<file path="src/rtl/command_buffer_control_pkg.sv">
// Shared types and defaults for the PSL command buffer: FSM state, command/response
// lines and the status word published back to the command producers.
package command_buffer_control_pkg;

   localparam int CB_DEPTH         = 16;
   localparam int CB_ALFULL_MARGIN = 4;

   typedef enum logic {
      CB_DISABLED = 1'b0,
      CB_ACTIVE   = 1'b1
   } cb_state;

   typedef enum logic [3:0] {
      INVALID    = 4'h0,
      READ_CL_NA = 4'h1,
      READ_CL_S  = 4'h2,
      WRITE_NA   = 4'h3,
      WRITE_MS   = 4'h4,
      TOUCH_I    = 4'h5
   } command_type;

   typedef enum logic [7:0] {
      DONE   = 8'h00,
      AERROR = 8'h01,
      DERROR = 8'h03,
      FAILED = 8'h07,
      PAGED  = 8'h0a
   } response_type;

   typedef struct packed {
      logic        valid;
      command_type command;
      logic [7:0]  cu_id;
      logic [11:0] size;
      logic [63:0] address;
   } CommandBufferLine;

   typedef struct packed {
      logic         valid;
      logic [7:0]   tag;
      response_type response;
   } ResponseBufferLine;

   typedef struct packed {
      logic valid;
      logic empty;
      logic full;
      logic alfull;
   } BufferStatus;

endpackage

</file>
<file path="src/rtl/command_buffer_control_fifo.sv">
// Synchronous FIFO of command lines; flags decode the registered count, so they move on
// the same edge as the occupancy. A pop in the same cycle makes room for a push when full.
module fifo_commandbufferline
   import command_buffer_control_pkg::*;
#(
   parameter int DEPTH         = CB_DEPTH,
   parameter int ALFULL_MARGIN = CB_ALFULL_MARGIN
) (
   input  logic                    clock,
   input  logic                    rstn,
   input  logic                    push,
   input  CommandBufferLine        push_data,
   input  logic                    pop,
   output CommandBufferLine        head,
   output logic [$clog2(DEPTH):0]  count,
   output logic                    empty,
   output logic                    full,
   output logic                    alfull
);

   localparam int AW = $clog2(DEPTH);
   localparam logic [AW:0] FULL_LEVEL   = (AW+1)'(DEPTH);
   localparam logic [AW:0] ALFULL_LEVEL = (AW+1)'(DEPTH - ALFULL_MARGIN);

   CommandBufferLine mem [DEPTH];
   logic [AW-1:0]    wr_ptr;
   logic [AW-1:0]    rd_ptr;
   logic             do_push;
   logic             do_pop;

   assign do_pop  = pop && !empty;
   assign do_push = push && (!full || do_pop);

   always_ff @(posedge clock) begin
      if (do_push) mem[wr_ptr] <= push_data;
   end

   always_ff @(posedge clock or negedge rstn) begin
      if (!rstn) begin
         wr_ptr <= '0;
         rd_ptr <= '0;
         count  <= '0;
      end else begin
         if (do_push) wr_ptr <= wr_ptr + 1'b1;
         if (do_pop)  rd_ptr <= rd_ptr + 1'b1;
         if (do_push && !do_pop)      count <= count + 1'b1;
         else if (!do_push && do_pop) count <= count - 1'b1;
      end
   end

   assign head   = mem[rd_ptr];
   assign empty  = (count == '0);
   assign full   = (count == FULL_LEVEL);
   assign alfull = (count >= ALFULL_LEVEL);

endmodule

</file>
<file path="src/rtl/command_buffer_control.sv">
// Credit-gated command queue to the PSL: one registered issue per cycle (earliest the cycle
// after a push), gated by command credits; producers are throttled only via alfull/full.
module command_buffer_control
   import command_buffer_control_pkg::*;
#(
   parameter int DEPTH         = CB_DEPTH,
   parameter int ALFULL_MARGIN = CB_ALFULL_MARGIN,
   parameter int TAG_WIDTH     = 8,
   parameter int CREDIT_WIDTH  = 8
) (
   input  logic                    clock,
   input  logic                    rstn,
   input  logic                    enabled_in,
   input  logic [CREDIT_WIDTH-1:0] croom_in,
   input  CommandBufferLine        command_in,
   input  ResponseBufferLine       response_in,
   output BufferStatus             command_buffer_status,
   output CommandBufferLine        command_out,
   output logic [TAG_WIDTH-1:0]    command_tag_out,
   output logic                    overflow_out
);

   logic                    enabled;
   cb_state                 state;
   cb_state                 state_next;
   logic                    load_credits;
   logic                    clear_credits;
   logic                    issue;
   logic [CREDIT_WIDTH-1:0] credits;
   logic [CREDIT_WIDTH-1:0] credit_max;
   logic [TAG_WIDTH-1:0]    tag;
   logic                    fifo_empty;
   logic                    fifo_full;
   logic                    fifo_alfull;
   logic [$clog2(DEPTH):0]  fifo_count;
   CommandBufferLine        fifo_head;
   CommandBufferLine        issued_line;
   logic                    response_unused;

   // Only the valid bit of a response matters here; tag/code are consumed upstream.
   assign response_unused = ^{response_in.tag, response_in.response};

   fifo_commandbufferline #(
      .DEPTH         (DEPTH),
      .ALFULL_MARGIN (ALFULL_MARGIN)
   ) u_fifo (
      .clock     (clock),
      .rstn      (rstn),
      .push      (command_in.valid),
      .push_data (command_in),
      .pop       (issue),
      .head      (fifo_head),
      .count     (fifo_count),
      .empty     (fifo_empty),
      .full      (fifo_full),
      .alfull    (fifo_alfull)
   );

   always_ff @(posedge clock or negedge rstn) begin
      if (!rstn) begin
         enabled <= 1'b0;
         state   <= CB_DISABLED;
      end else begin
         enabled <= enabled_in;
         state   <= state_next;
      end
   end

   always_comb begin
      state_next    = state;
      load_credits  = 1'b0;
      clear_credits = 1'b0;
      issue         = 1'b0;
      case (state)
         CB_DISABLED: begin
            if (enabled) begin
               state_next   = CB_ACTIVE;
               load_credits = 1'b1;
            end
         end
         CB_ACTIVE: begin
            issue = (fifo_count != '0) && (credits != '0);
            if (!enabled) begin
               state_next    = CB_DISABLED;
               clear_credits = 1'b1;
            end
         end
         default: state_next = CB_DISABLED;
      endcase
   end

   // croom is only trusted at enable time; returns can never exceed that room.
   always_ff @(posedge clock or negedge rstn) begin
      if (!rstn) begin
         credits    <= '0;
         credit_max <= '0;
      end else if (load_credits) begin
         credits    <= croom_in;
         credit_max <= croom_in;
      end else if (clear_credits) begin
         credits <= '0;
      end else if (state == CB_ACTIVE) begin
         if (issue && !response_in.valid)
            credits <= credits - 1'b1;
         else if (!issue && response_in.valid && (credits < credit_max))
            credits <= credits + 1'b1;
      end
   end

   always_comb begin
      issued_line       = fifo_head;
      issued_line.valid = 1'b1;
   end

   always_ff @(posedge clock or negedge rstn) begin
      if (!rstn) begin
         command_out     <= '0;
         command_tag_out <= '0;
         tag             <= '0;
      end else if (issue) begin
         command_out     <= issued_line;
         command_tag_out <= tag;
         tag             <= tag + 1'b1;
      end else begin
         command_out.valid <= 1'b0;
      end
   end

   always_ff @(posedge clock or negedge rstn) begin
      if (!rstn)
         overflow_out <= 1'b0;
      else if (command_in.valid && fifo_full && !issue)
         overflow_out <= 1'b1;
   end

   always_comb begin
      command_buffer_status.valid  = !fifo_empty;
      command_buffer_status.empty  = fifo_empty;
      command_buffer_status.full   = fifo_full;
      command_buffer_status.alfull = fifo_alfull;
   end

endmodule

</file>
<file path="config.mk">
export PLATFORM = sky130hd
export DESIGN_NAME = command_buffer_control
export DESIGN_NICKNAME = d
export VERILOG_FILES = /design/src/rtl/command_buffer_control_pkg.sv /design/src/rtl/command_buffer_control_fifo.sv /design/src/rtl/command_buffer_control.sv
export SDC_FILE = /design/constraint.sdc
export NUM_CORES = 2
export LEC_CHECK = 0
export ABC_AREA = 1
export BUFFER_PORTS_ARGS = -buffer_cell sky130_fd_sc_hd__buf_2
export CAP_MARGIN = 20
export CORE_MARGIN = 5
export CORE_UTILIZATION = 45
export CTS_BUF_LIST = sky130_fd_sc_hd__clkbuf_4 sky130_fd_sc_hd__clkbuf_8
export DETAILED_ROUTE_END_ITERATION = 10
export PLACE_DENSITY = 0.69
export REMOVE_ABC_BUFFERS = 1
export SYNTH_ARGS = -nofsm -noshare
export SYNTH_HDL_FRONTEND = slang
export SYNTH_SLANG_ARGS = --single-unit
export TNS_END_PERCENT = 10
</file>
<file path="constraint.sdc">
create_clock -name clock -period 5.6 [get_ports clock]
set_clock_uncertainty 0.05 [all_clocks]
set_input_delay 1.12 -clock clock [delete_from_list [all_inputs] [get_ports clock]]
set_output_delay 1.12 -clock clock [all_outputs]
set_load 0.1 [all_outputs]
</file>
# Yosys cells after proc, flatten, opt, wreduce, memory -nomap -nowiden
# Memories as Yosys holds them, arrays and structs flattened. A register that Yosys moved wholly into a read port is not among the register bits.
# Index checks and enable logic that the tools add are counted.
[totals] regBits=49 output_inout_bits=102 mem_count=1 ram_bits=1424
[op_classes] muxes=15 magnitude_cmp=2 eq_ne=1 reduce_logical=25 n_addsub=7
[memory_table] name="u_fifo.mem" depth=16 word_bits=89 read_ports=1 rd_clocked_by_memory_dff=1 write_ports=1 line="command_buffer_control_fifo.sv:25" rtl="CommandBufferLine mem [DEPTH];"
[op_table] operator="8-bit 2-to-1 mux" n=5
[op_table] operator="8-bit by 1-bit adder with 8-bit output (second input constant)" n=2
[op_table] operator="1-bit logical AND" n=10
[op_table] operator="5-bit 2-to-1 mux" n=2
[op_table] operator="4-bit by 1-bit adder with 4-bit output (second input constant)" n=2
[op_table] operator="8-bit less-than comparator" n=1
[op_table] operator="1-bit 2-to-1 mux" n=8
[op_table] operator="8-bit nonzero test" n=1
[op_table] operator="8-bit by 1-bit subtractor with 8-bit output (second input constant)" n=1
[op_table] operator="1-bit logical NOT" n=7
[op_table] operator="5-bit by 1-bit adder with 5-bit output (second input constant)" n=1
[op_table] operator="5-bit equality test (second input constant)" n=1
[op_table] operator="5-bit by 4-bit >= comparator with 1-bit output (second input constant)" n=1
[op_table] operator="5-bit logical NOT" n=1
[op_table] operator="5-bit nonzero test" n=1
[op_table] operator="5-bit by 1-bit subtractor with 5-bit output (second input constant)" n=1
[op_table] operator="4-bit nonzero test" n=1
[op_table] operator="3-bit nonzero test" n=1
[op_table] operator="2-bit AND reduction" n=1
[op_table] operator="2-bit nonzero test" n=1
[op_table] operator="1-bit logical OR" n=1

# Longest topological paths before layout
[logic_depth] word_depth=11 mapped_depth=18

# Hierarchy
# From an unflattened synthesis, not the netlist that was laid out.
[hier_totals] cells_unflattened=6291 area_unflattened_um2=65399.0
[modules_own_cells] module="fifo_commandbufferline" area_each_um2=60066.4 cells_per_inst=5667 n_inst=1 seq_area_each_um2=43086.3
[modules_own_cells] module="command_buffer_control" area_each_um2=5332.6 cells_per_inst=624 n_inst=1 seq_area_each_um2=3103.0

# Worst setup path after synthesis
# Ideal clock, no wire load.
[synth_timing] path_type="flip-flop to flip-flop" start="register u_fifo.count[1]" end="memory u_fifo.mem[11][0] (netlist bit), enable pin" path_buffers=0 stages_incl_launch_ff=11 t_required_ps=5015 setup_ps=535 arrival_ps=5338 path_slack_ps=-323 period_less_slack_ps=5923 cell_sequence="dfrtp_1 -> nor2_1 -> nand3_2 -> nand2_1 -> nor2_4 -> inv_4 -> nand2_1 -> nand2_1 -> nor2_1 -> inv_1 -> nor2_1"
[synth_rtl] item="start: declaration" line="command_buffer_control_fifo.sv:15" rtl="output logic [$clog2(DEPTH):0] count,"
[synth_rtl] item="start signal: assignment" line="command_buffer_control_fifo.sv:46" rtl="if (do_push && !do_pop) count <= count + 1'b1;"
[synth_rtl] item="start signal: assignment" line="command_buffer_control_fifo.sv:47" rtl="else if (!do_push && do_pop) count <= count - 1'b1;"
[synth_rtl] item="end: declaration" line="command_buffer_control_fifo.sv:25"

# Worst setup path after layout
[layout_timing] start="register credits[1]" end="memory u_fifo.mem[8][9] (netlist bit), enable pin"
[layout_between] elab_chain_cells=8
[layout_rtl] item="start: declaration" line="command_buffer_control.sv:29" rtl="logic [CREDIT_WIDTH-1:0] credits;"
[layout_rtl] item="start signal: assignment" line="command_buffer_control.sv:98" rtl="credits <= croom_in;"
[layout_rtl] item="start signal: assignment" line="command_buffer_control.sv:104" rtl="credits <= credits - 1'b1;"
[layout_rtl] item="start signal: assignment" line="command_buffer_control.sv:106" rtl="credits <= credits + 1'b1;"
[layout_rtl] item="8-bit nonzero test" line="command_buffer_control.sv:82" rtl="issue = (fifo_count != '0) && (credits != '0);"
[layout_rtl] item="1-bit logical AND" line="command_buffer_control.sv:82"
[layout_rtl] item="1-bit 2-to-1 mux" line="command_buffer_control.sv:74" rtl="case (state)"
[layout_rtl] item="1-bit logical AND" line="command_buffer_control_fifo.sv:31" rtl="assign do_pop = pop && !empty;"
[layout_rtl] item="1-bit logical OR" line="command_buffer_control_fifo.sv:32" rtl="assign do_push = push && (!full || do_pop);"
[layout_rtl] item="1-bit logical AND" line="command_buffer_control_fifo.sv:32"
[layout_rtl] item="net u_fifo.do_push" line="command_buffer_control_fifo.sv:28" rtl="logic do_push;"
[layout_rtl] item="1-bit 2-to-1 mux" line="command_buffer_control_fifo.sv:35" rtl="if (do_push) mem[wr_ptr] <= push_data;"
[layout_rtl] item="1-bit 2-to-1 mux (implied by the code)" line="command_buffer_control_fifo.sv:35"
# The timed path passes the listed nets, and every way through them passes these cells.

==> impl_metrics.csv <==
group,metric,value,unit
yosys,synth-seq-cells,1545,
global_route,grt_usage,21.30,%
setup_path,path_delay_family,"simple AND/OR/NAND/NOR gates",
clocking,post_cts_resized,0,
floorplan,dieArea,142100,um2
setup_path,cp.arrival,4.10,ns
sta,fin_ws,2.018,ns
power,power,37400,uW
sta,setup-tns-final,0,ns
setup_path,cp.depth,11,
sta,worst_pin_slew,1.183,ns
yosys,syn_inst,4569,
global_route,grt_pass1_wl,228900,um
sta,final_hold_viol_count,0,
setup_path,cp-end-kind,"flop",
setup_path,cp_cell_sequence,"nor2_1 > nand2_1 > nor2_1 > nor2_4 > inv_4 > nand2_1 > nand2_1 > inv_2 > nand2_1 > nor2_4 > buf_4",
floorplan,chipHeight,377.0,um
global_route,grt_pass1_vias,36891,
setup_path,crit_fanout,35,
floorplan,ios,219,
global_route,met1_usage,28.93,%
routing,vias_per_cell,5.632,
clocking,cts_buffers,233,
setup_path,crit_buf_inv,3,
global_route,grt_max_degree,229,
outcome,status,"finished, final reports clean",
routing,drcViolationCount,0,
clocking,ctsHoldBuffers,0,
setup_path,criticalPathCategory,"reg2reg",
yosys,synth_top_area_cell,"edfxtp_1",
yosys,synthTopCellsByArea,"edfxtp_1 70%, dfrtp_1 5.7%, o21ai_0 5.2%",
sta,max_freq,279.1,MHz
yosys,synth.yosys.seq_area_share,75.42,%
routing,ant_nets,0,
setup_path,critPathLaunchType,"flop",
sta,period_share,63.97,%
routing,drt_first_pass_iters,6,
power,leakage,0.02394,uW
clocking,postCtsSetupBuffers,0,
sta,max_slew_margin,21.10,%
floorplan,core,133600,um2
routing,vias,38024,
floorplan,start_util,45.35,%
yosys,synthMostInstantiatedCell,"edfxtp_1",
place,post-place-ws,1.991,ns
setup_path,r2r_cells,11,
yosys,ys_warn_count,0,
final_layout,num-nets-final,4902,
clocking,htree_levels,4,
clocking,clk_path_buf_depth,3,
final_layout,stdcell_area,68290,um2
yosys,synth_edf_count,1408,
place,placed_area,63240,um2
clocking,root_buffer,"clkbuf_8",
place,place_congestion,0.7823,
final_layout,drive_gt1_share,13.93,%
global_route,grt_use_met3,4.870,%
setup_path,crit_slowest_cell,"nor2_4",
global_route,grt.busiest_layer,"met2",
clocking,clock_sinks,1545,
sta,rsz0062_at_grt,"false",
yosys,syn_area,60600,um2
sta,finalSetupViolCount,0,
yosys,ys_types,39,
clocking,path_clk_slew,0.07,ns
routing,post_drt_wl_per_cell,22.97,um
yosys,ys_async_sr_fraction,8.867,%
job,max_cap_viol_count,0,
global_route,use_met2,34.32,%
place,dp_hpwl,71770,um
worst_hold_path,hp-class,"in2async",
final_layout,stdcell_count,6752,
floorplan,fp-row-count,134,
routing,drtIter0Drc,4136,
routing,routed_wl,155100,um
power,ir_drop,0.4954,mV
setup_path,slowest_delay,0.88,ns
final_layout,syn2layout_area_growth,12.68,%
clocking,cts_tree,"yes",
global_route,grt.overflow.total,0,
clocking,clkLatencyLatePin,0.93,ns
sta,final_max_slew_viol_count,0,
place,port-buffer-count,202,
yosys,synth_top_area_share,69.76,%
yosys,synth_top_flop_cell,"edfxtp_1",
floorplan,die_x,377.0,um
yosys,postSynthAreaPerCell,13.26,um2
global_route,antenna_found_initial,38,
setup_path,crit_top_cell,"nand2_1",
place,place_inst,6290,
sta,period_minus_slack,3.582,ns
setup_path,required,6.12,ns
yosys,synth_common_cells,"1,408 x edfxtp_1, 629 x nand2_1, 626 x o21ai_0",
power,power_density,547.7,nW/um2
[placed cells by master (no fill, tap or decap), drive strengths merged, types with 4 or more instances in the layout]
cell and n:
a21oi 177, nand3 89, ha 26, edfxtp 1408, buf 257, xor2 13
o22ai 95, o21ai 709, nand2 630, o211ai 32, nor2 623, clkbuf 337
dfrtp 137, diode 16, mux2i 62, inv 97, nor3 4, clkinv 91
bufinv 8, o221ai 162
[flip-flops by register name, summed over array words and instances, names as in the netlist, 5 cells and up]
name and flops:
command_tag_out 8, credit_max 8, credits 8, u_fifo.count 5
tag 8, u_fifo.mem 1408, command_out 89
[final cells by class]
type | instances | area [um2]
clock inverters | 109 | 837.1
multi-input cells | 2631 | 13170
fillers | 11115 | 65340
inverters | 89 | 387.9
repair buffers | 257 | 1743
clock buffers | 337 | 4175
flip-flops and latches | 1545 | 45720
diodes | 16 | 40.04
well taps | 1768 | 2212
[through the flow]
stage | hold slack, ns | util, %
6_report | 0.1251 | 51.11
5_1_grt | 0.1115 | 51.09
4_1_cts | 0.07179 | 51.08
3_5_place_dp | 0.3545 | 47.32
3_3_place_gp | 0.3737 | 47.32
2_1_floorplan | 0.3298 | -
[power breakdown]
part           internal [uW]  total [uW]  switching [uW]  leakage [uW]
combinational           3050       13000            9900       0.00688
sequential             14000       14800             733        0.0144
clock                   5220        9670            4450       0.00267
[final timing paths]
| check | start | endpoint | slack [ns] |
|---|---|---|---|
| max reg2reg | credits[1] | u_fifo.mem[8][9] | 2.02 |
| min reg2reg | enabled | state | 0.39 |
| max in group asynchronous | rstn | command_out[67] | 4.33 |
| max | credits[1] | u_fifo.mem[8][9] | 2.02 |
| min in group clock | enabled_in | enabled | 0.25 |
| min | rstn | command_out[70] | 0.13 |
[per-layer routing]
metal	wire length, um	vias to the layer above
met2	73740	1606
met1	64570	18858
met5	97	-
met3	13060	310
li1	-	17234
met4	3661	16
[cells by family (layout without fill, tap and decap cells)]
group | Yosys count | in the layout | share of synthesized area [%]
DFF | 1545 | 1545 | 75.42
and+or+nand+nor | 1348 | 1348 | 8.605
AOI/OAI and AO/OA | 1179 | 1179 | 11.09
buffers and inverters | 393 | 792 | 3.055
muxes | 62 | 62 | 1.024
adders and majority gates | 28 | 28 | 0.6028
xor gates and xnor gates | 14 | 14 | 0.2023
other | 0 | 16 | 0
No activity file was read; power rests on OpenSTA's default activity.
